--- src/rtl/acdc_rf_pkg.sv ---
// Shared defaults and types for the ACDC scoreboarded register file.
package acdc_rf_pkg;

    localparam int RF_W       = 8;
    localparam int RF_D       = 4;
    localparam int RF_RIM_IDX = (1 << RF_D) - 1;

    typedef logic [RF_D-1:0] reg_addr_t;
    typedef logic [RF_W-1:0] reg_data_t;

endpackage

--- src/rtl/rf_scoreboard.sv ---
// Busy scoreboard: one pending-result bit per register plus a running
// population count. A claim always beats a clear on the same register,
// because the claim stands for a newer producer still in flight.
module rf_scoreboard
    import acdc_rf_pkg::*;
#(
    parameter int D       = RF_D,
    parameter int RIM_IDX = (1 << D) - 1,
    parameter int ZERO_R0 = 0
) (
    input  logic         CLK,
    input  logic         RST_N,
    input  logic         claim_en,
    input  logic [D-1:0] claim_addr,
    input  logic         clr_w_en,
    input  logic [D-1:0] clr_w_addr,
    input  logic         clr_i_en,
    input  logic [D-1:0] raddrA,
    input  logic [D-1:0] raddrB,
    output logic         busyA,
    output logic         busyB,
    output logic [D:0]   busy_cnt
);

    localparam int           N     = 1 << D;
    localparam logic [D-1:0] RIM_A = D'(RIM_IDX);

    logic [N-1:0] busy_q, busy_d;
    logic [D:0]   cnt_q, cnt_d;
    logic         claim_v;
    logic         set_inc, clr_w_dec, clr_i_dec;

    // Qualify the claim, then build the next busy vector (clears first, claim last so it wins).
    always_comb begin
        claim_v = claim_en && !((ZERO_R0 != 0) && (claim_addr == '0));
        busy_d  = busy_q;
        if (clr_w_en) busy_d[clr_w_addr] = 1'b0;
        if (clr_i_en) busy_d[RIM_A]      = 1'b0;
        if (claim_v)  busy_d[claim_addr] = 1'b1;
    end

    // Count only real transitions so busy_cnt tracks popcount(busy) without a full adder tree.
    always_comb begin
        set_inc   = claim_v && !busy_q[claim_addr];
        clr_w_dec = clr_w_en && busy_q[clr_w_addr]
                    && !(claim_v && (claim_addr == clr_w_addr));
        clr_i_dec = clr_i_en && busy_q[RIM_A]
                    && !(claim_v && (claim_addr == RIM_A))
                    && !(clr_w_en && (clr_w_addr == RIM_A));
        cnt_d     = cnt_q + (D+1)'(set_inc) - (D+1)'(clr_w_dec) - (D+1)'(clr_i_dec);
    end

    // Scoreboard state; a reset drops every pending claim at once.
    always_ff @(posedge CLK or negedge RST_N) begin
        if (!RST_N) begin
            busy_q <= '0;
            cnt_q  <= '0;
        end else begin
            busy_q <= busy_d;
            cnt_q  <= cnt_d;
        end
    end

    // Lookups use registered state only; a clear landing this edge is not forwarded.
    always_comb begin
        busyA    = busy_q[raddrA];
        busyB    = busy_q[raddrB];
        busy_cnt = cnt_q;
    end

endmodule

--- src/rtl/reg_file_sb.sv ---
// Scoreboarded register file: two combinational read ports, one general
// write port, a dedicated immediate-register write port, optional
// write-to-read bypass and optional hardwired-zero r0.
module reg_file_sb
    import acdc_rf_pkg::*;
#(
    parameter int W       = RF_W,
    parameter int D       = RF_D,
    parameter int RIM_IDX = (1 << D) - 1,
    parameter int BYPASS  = 1,
    parameter int ZERO_R0 = 0
) (
    input  logic         CLK,
    input  logic         RST_N,
    input  logic         write_en,
    input  logic [D-1:0] waddr,
    input  logic [W-1:0] data_in,
    input  logic         imm_we,
    input  logic [W-1:0] imm_in,
    input  logic [D-1:0] raddrA,
    input  logic [D-1:0] raddrB,
    output logic [W-1:0] data_outA,
    output logic [W-1:0] data_outB,
    input  logic         claim_en,
    input  logic [D-1:0] claim_addr,
    output logic         busyA,
    output logic         busyB,
    output logic [D:0]   busy_cnt
);

    localparam int           N     = 1 << D;
    localparam logic [D-1:0] RIM_A = D'(RIM_IDX);

    generate
        if ((RIM_IDX < 0) || (RIM_IDX >= N)) begin : g_bad_rim_idx
            $error("reg_file_sb: RIM_IDX (%0d) must be below 2**D (%0d)", RIM_IDX, N);
        end
    endgenerate

    logic [W-1:0] regs_q [N];
    logic         gen_wr, imm_wr;

    // Resolve write priority: imm owns RIM, so a colliding general write is dropped;
    // r0 swallows writes when hardwired to zero.
    always_comb begin
        imm_wr = imm_we && !((ZERO_R0 != 0) && (RIM_A == '0));
        gen_wr = write_en
                 && !(imm_we && (waddr == RIM_A))
                 && !((ZERO_R0 != 0) && (waddr == '0));
    end

    // Register storage.
    always_ff @(posedge CLK or negedge RST_N) begin
        if (!RST_N) begin
            for (int i = 0; i < N; i++) regs_q[i] <= '0;
        end else begin
            if (gen_wr) regs_q[waddr] <= data_in;
            if (imm_wr) regs_q[RIM_A] <= imm_in;
        end
    end

    // One read port: stored value, optionally overridden by same-cycle write data
    // (imm checked last so it wins, mirroring the write priority), then zero-forced.
    function automatic logic [W-1:0] read_mux(input logic [D-1:0] ra);
        logic [W-1:0] v;
        v = regs_q[ra];
        if (BYPASS != 0) begin
            if (write_en && (ra == waddr)) v = data_in;
            if (imm_we && (ra == RIM_A))   v = imm_in;
        end
        if ((ZERO_R0 != 0) && (ra == '0)) v = '0;
        return v;
    endfunction

    // Combinational read ports.
    always_comb begin
        data_outA = read_mux(raddrA);
        data_outB = read_mux(raddrB);
    end

    rf_scoreboard #(
        .D       (D),
        .RIM_IDX (RIM_IDX),
        .ZERO_R0 (ZERO_R0)
    ) u_sb (
        .CLK        (CLK),
        .RST_N      (RST_N),
        .claim_en   (claim_en),
        .claim_addr (claim_addr),
        .clr_w_en   (gen_wr),
        .clr_w_addr (waddr),
        .clr_i_en   (imm_wr),
        .raddrA     (raddrA),
        .raddrB     (raddrB),
        .busyA      (busyA),
        .busyB      (busyB),
        .busy_cnt   (busy_cnt)
    );

endmodule

--- config.mk ---
export PLATFORM = sky130hd
export DESIGN_NAME = reg_file_sb
export DESIGN_NICKNAME = d
export VERILOG_FILES = /design/src/rtl/acdc_rf_pkg.sv /design/src/rtl/rf_scoreboard.sv /design/src/rtl/reg_file_sb.sv
export SDC_FILE = /design/constraint.sdc
export NUM_CORES = 1
export LEC_CHECK = 0
export ABC_AREA = 1
export BUFFER_PORTS_ARGS = -buffer_cell sky130_fd_sc_hd__buf_4
export CORE_MARGIN = 10
export CORE_UTILIZATION = 33
export CTS_BUF_LIST = sky130_fd_sc_hd__clkbuf_2
export DETAILED_ROUTE_END_ITERATION = 8
export GPL_ROUTABILITY_DRIVEN = 0
export SLEW_MARGIN = 20
export SYNTH_ARGS = -nofsm -noshare
export SYNTH_HDL_FRONTEND = slang
export SYNTH_HIERARCHICAL = 1
export SYNTH_SLANG_ARGS = --single-unit
--- constraint.sdc ---
create_clock -name CLK -period 7 [get_ports CLK]
set_clock_uncertainty 0.05 [all_clocks]
set_input_delay 0.7 -clock CLK [delete_from_list [all_inputs] [get_ports CLK]]
set_output_delay 0.7 -clock CLK [all_outputs]
set_load 0.01 [all_outputs]
==> Word-level counts from Yosys, hierarchy flattened <==
Index checks and enable logic that the tools add are counted.
{ "classes": {"addsub": 3, "magnitude_cmp": 10, "eq_ne": 7, "n_mux": 30, "bitwise_logic": 6, "n_reduce_logical": 24} }
{ "op_table": {"columns": ["op", "count"], "rows": [
  ["$bwmux 128", 1],
  ["$mux 8", 11],
  ["$bmux 8 s4", 2],
  ["$demux 8 s4", 1],
  ["$mux 16", 2],
  ["$lt 4x5->1 const B", 4],
  ["$logic_and 1x1->1", 18],
  ["$and 16x16->16", 1],
  ["$bmux 1 s4", 4],
  ["$eq 4x4->1 const B", 4],
  ["$not 16->16", 1],
  ["$or 16x16->16", 1],
  ["$ge 5x5->1 const B", 3],
  ["$not 4->5", 3],
  ["$eq 4x4->1", 3],
  ["$sub 5x1->5", 2],
  ["$demux 1 s4", 2],
  ["$ge 4x1->1 const B", 2],
  ["$mux 1", 7],
  ["$add 5x1->5", 1],
  ["$logic_not 1->1", 5],
  ["$lt 5x1->1 const B", 1],
  ["$reduce_bool 2->1", 1]
]} }
{ "totals": {"reg_bits": 149, "inputBits": 37, "output_inout_bits": 23, "wordCells": 98} }

==> Longest topological paths before layout <==
{ "depth": {"word_depth": 10, "depth_mapped": 17, "ltp_nobuf": 16} }

==> By module <==
Netlist, hierarchy kept.
{ "modules_own_cells": {"columns": ["module", "instances", "cells_each", "area_each_um2", "seq_area_each_um2"], "rows": [
  ["reg_file_sb", 1, 1265, 8509.4, 3203.1],
  ["rf_scoreboard", 1, 265, 1734.2, 525.5]
]} }

==> Worst setup path before layout <==
No wires, ideal clock.
{ "synth_timing": {"path_type": "input port to flip-flop", "startpoint": "input port imm_we", "endpoint": "register u_sb.cnt_q[3], in the netlist u_sb/busy_cnt[3]", "setup_ns": 0.123, "arrival_time_ns": 3.051, "required_time_ns": 6.827, "slack_ns": 3.776, "cell_stages": 13, "path_buffers": 2, "cell_sequence": "buf_4 -> a21oi_4 -> buf_12 -> nand2_1 -> nor3_1 -> nor4_1 -> fa_1 -> ha_1 -> inv_1 -> ha_1 -> inv_1 -> fa_1 -> xnor2_1"} }
{ "synth_between": {"elab_chain_cells": 7, "word_cells_on_any_way": 12, "classes_between": "2 x add/sub; 10 x reduce/logical"} }
{ "synth_lines": {"columns": ["element", "line_no", "rtl"], "rows": [
  ["from (decl)", "reg_file_sb.sv:18", "input logic imm_we,"],
  ["$logic_and 1x1->1 *", "reg_file_sb.sv:48", "&& !(imm_we && (waddr == RIM_A))"],
  ["$logic_not 1->1 *", "reg_file_sb.sv:48", null],
  ["$logic_and 1x1->1 *", "reg_file_sb.sv:48", null],
  ["net gen_wr", "reg_file_sb.sv:41", "logic gen_wr, imm_wr;"],
  ["$logic_and 1x1->1 (on tied branches)", "rf_scoreboard.sv:45, rf_scoreboard.sv:49", null],
  ["$logic_and 1x1->1 / $logic_not 1->1 (equally long branches)", "rf_scoreboard.sv:46, rf_scoreboard.sv:49", null],
  ["$sub 5x1->5 / $logic_and 1x1->1 (equally long branches)", "rf_scoreboard.sv:50, rf_scoreboard.sv:49", null],
  ["$sub 5x1->5 *", "rf_scoreboard.sv:50", "cnt_d = cnt_q + (D+1)'(set_inc) - (D+1)'(clr_w_dec) - (D+1)'(clr_i_dec);"],
  ["net u_sb.cnt_d[3]", "rf_scoreboard.sv:29", "logic [D:0] cnt_q, cnt_d;"],
  ["to (signal assigned)", "rf_scoreboard.sv:60", "cnt_q <= cnt_d;"],
  ["to (decl)", "rf_scoreboard.sv:29", null]
]} }
The timed path passes the listed nets; every way through them passes the cells marked *.
A chain may end at the register's enable or synchronous reset.

==> Worst setup path after layout <==
{ "layout_timing": {"startpoint": "input port raddrA[0]", "endpoint": "output port data_outA[7]"} }
{ "layout_between": {"elab_chain_cells": 6, "word_cells_on_any_way": 10, "classes_between": "2 x eq/ne; 5 x mux; 1 x bitwise; 2 x reduce/logical"} }
{ "layout_lines": {"columns": ["element", "line_no", "rtl"], "rows": [
  ["from (decl)", "reg_file_sb.sv:20", "input logic [D-1:0] raddrA,"],
  ["$not 4->5 (not written as such)", "reg_file_sb.sv:66", "v = regs_q[ra];"],
  ["$bmux 8 s4", "reg_file_sb.sv:66", null],
  ["$mux 8 (not written as such) (2 in a row)", "reg_file_sb.sv:66", null],
  ["$mux 8", "reg_file_sb.sv:68", "if (write_en && (ra == waddr)) v = data_in;"],
  ["$mux 8 *", "reg_file_sb.sv:69", "if (imm_we && (ra == RIM_A)) v = imm_in;"],
  ["to (decl)", "reg_file_sb.sv:22", "output logic [W-1:0] data_outA,"]
]} }
Every way passes the cells marked *; elsewhere a longest branch is shown, timed or not. The select of a mux whose other input is x is not followed.

==> out/qor.yml <==
grt:
  antenna_found_initial: 1
  grt_max_degree: 83
  track_usage_pct: 17.2
  first_global_vias: 9459
  grt_pass1_wl_um: 53400
  overflow: 0
critical_path:
  worstSetupEndpointType: "output port"
  crit_fanout: 82
  path_class: "primary input to output port"
  setup.worst_path.start_class: "primary input"
  crit_arrival_ps: 3300
  worstPathRequired_ps: 6250
synthesis:
  synth_cell_types: 39
  avgSynthCellArea_um2: 6.70
  synth_top_family_by_area: "simple AND/OR/NAND/NOR gates"
  syn-num-nets: 1574
  ys_warn_count: 6
  synth_top_area_share_pct: 36.4
  muxShareOfSynthArea_pct: 0
  synth_area_leader_cell: "dfrtp_1"
  synthCells: 1530
  synth_area_mm2: 0.0102
  ys_ff_latch: 149
  synth_compound_area_share_pct: 12.5
  yosys.area_share.adder_pct: 1.00
  synthSimpleGateAreaFrac_pct: 37.4
  ys_seq_area_share_pct: 36.4
  synthXorXnorAreaFrac_pct: 0.599
  yosys-top-cells-area: "dfrtp_1, nand2_1, nand3_1"
timing:
  fin_setup_tns_ps: 0
  rsz0062_at_grt: "false"
  report.final.slew_viol_count: 0
  period_share_pct: 57.8
  hold_viol: 0
  layout_min_cycle_time_ps: 4050
  slew_headroom_pct: 27.8
  finalSetupViolCount: 0
  setup_ws_ps: 2950
  tightest_slew_ps: 1080
  fmax_mhz: 247
cts:
  clock-sinks: 149
  htreeDepth: 4
  path_clk_slew_ps: 270
  cts_resized: 0
  post_cts_buffers: 0
  clkLatencyLatePin_ps: 770
  cts_max_path_buffers: 2
  root_buffer: "clkbuf_2"
  ctsHoldBuffers: 1
  cts_tree: "built"
  cts_buffers: 17
floorplan:
  die_area_mm2: 0.0385
  io_pins: 60
  placementRows: 64
  start_util_pct: 33.5
  die_w_um: 196
  fp.coreArea_mm2: 0.0306
  die_h_um: 196
drt:
  drt_first_pass_iters: 8
  ant_nets: 0
  via_count: 10200
  drc: 0
  wl_per_cell_um: 17.7
  drt_wl_total_um: 34200
  viasPerCell: 5.26
  drtIter0Drc: 1248
place:
  dp_slack_ps: 3050
  dp.cells: 1900
  hpwlAfterDp_um: 22200
  dpl_cell_area_mm2: 0.0107
  io_buffers: 59
layout:
  layout-drive-gt1-share_pct: 11.9
  final_area_mm2: 0.0109
  layout.nets: 1568
  final_cells: 1935
  multi_input_area_mm2: 0.00529
  seq_area_mm2: 0.00373
  fillerInstances: 3396
  syn_to_final_growth_pct: 6.60
run_status:
  run_status: "finished clean"
power_and_ir_drop:
  vdd_drop_max_mv: 0.152
  total_power_mw: 2.49
  leakagePower_nw: 5.64
  power.density_mw_per_mm2: 228
hold_path:
  min_path_type: "primary input to flop"
flow_run:
  maxCapViolCount: 0
metrics by stage:
step | util [%] | hold slack [ps]
after floorplan | - | 354
after global placement | 35.0 | 415
after detailed placement | 35.0 | 418
after CTS | 35.7 | 53.9
after global routing | 35.7 | 38.8
final | 35.7 | 98.0
cell usage after synthesis, drive strengths merged:
library cell,number
nand2,549
nand3,266
inv,187
o21ai,163
dfrtp,149
buf,68
nor2,68
clkbuf,21
a21oi,13
o211ai,9
o311ai,7
ha,5
nor3,4
xor2,4
o22ai,3
xnor2,3
fa,2
nand3b,2
nand4,2
o31ai,2
dlygate4sd1,1
nor4,1
or2,1
worst paths after layout:
| path | end | start | depth (start not counted) | slack, ps |
|---|---|---|---|---|
| worst max-delay path | data_outA[7] | raddrA[0] | 8 | 2950 |
| worst min-delay path | u_sb/busy_q[10] | claim_addr[2] | 2 | 100 |
| worst max register to register | u_sb/busy_cnt[3] | u_sb/busy_q[2] | 15 | 4300 |
| worst min register to register | regs_q[33] | regs_q[33] | 2 | 460 |
| max in group asynchronous | regs_q[53] | RST_N | 3 | 4940 |
| min in group asynchronous | u_sb/busy_q[11] | RST_N | 2 | 490 |
kinds of logic (layout without fill, tap and decap cells):
family / Yosys count / in the layout
simple gates: 893 / 893
buf+inv: 277 / 284
compound gates: 197 / 197
flops: 149 / 149
fa+ha+maj: 7 / 7
xor+xnor: 7 / 7
other cells: 0 / 2
worst max-delay path: stages:
cell     delay, ps
buf_4          710
inv_2           30
buf_4          400
nor3_2         960
nor2_1         120
nand2_1        100
nand2_1         80
buf_4          150
routing by layer:
metal | GRT usage [%] | share of wire, % | up-vias | wire length (µm)
li1 | - | - | 4867 | -
met1 | 23.6 | 45 | 4679 | 15300
met2 | 26.7 | 44 | 570 | 15000
met3 | 3.46 | 9.0 | 63 | 3080
met4 | 4.44 | 2.4 | 0 | 813
met5 | 0 | 0 | - | 0
final cells by class:
cell class | instances | area share (%)
clock buffer | 17 | 0.779
inverter | 187 | 6.43
timing repair buffer | 65 | 4.53
sequential | 149 | 34.1
multi-input combinational | 1104 | 48.4
tap | 396 | 4.54
clock inverter | 15 | 1.11
antenna | 2 | 0.0458
state kept, by name, summed over array words and instances (netlist names):
name	count
regs_q	128
u_sb/busy_q	16
u_sb/busy_cnt	5
power breakdown:
| part | switching, mW | total [mW] | internal (mW) |
|---|---|---|---|
| combinational | 0.534 | 0.851 | 0.317 |
| clock | 0.365 | 0.469 | 0.104 |
| sequential | 0.124 | 1.17 | 1.04 |
| total | 1.02 | 2.49 | 1.47 |
layout by cell type, fill, tap and decap left out, drive strengths merged:
cell type	Yosys	final
o211ai	9	9
nand3	266	266
ha	5	5
diode	0	2
xnor2	3	3
clkbuf	21	17
o21ai	163	163
nand3b	2	2
nor3	4	4
nand4	2	2
o31ai	2	2
nor4	1	1
clkinvlp	0	1
inv	187	195
fa	2	2
nand2	549	549
or2	1	1
clkinv	0	6
xor2	4	4
dfrtp	149	149
o311ai	7	7
dlygate4sd3	0	1
o22ai	3	3
a21oi	13	13
nor2	68	68
buf	68	64
Note: power is estimated with default switching activity, not from simulation.
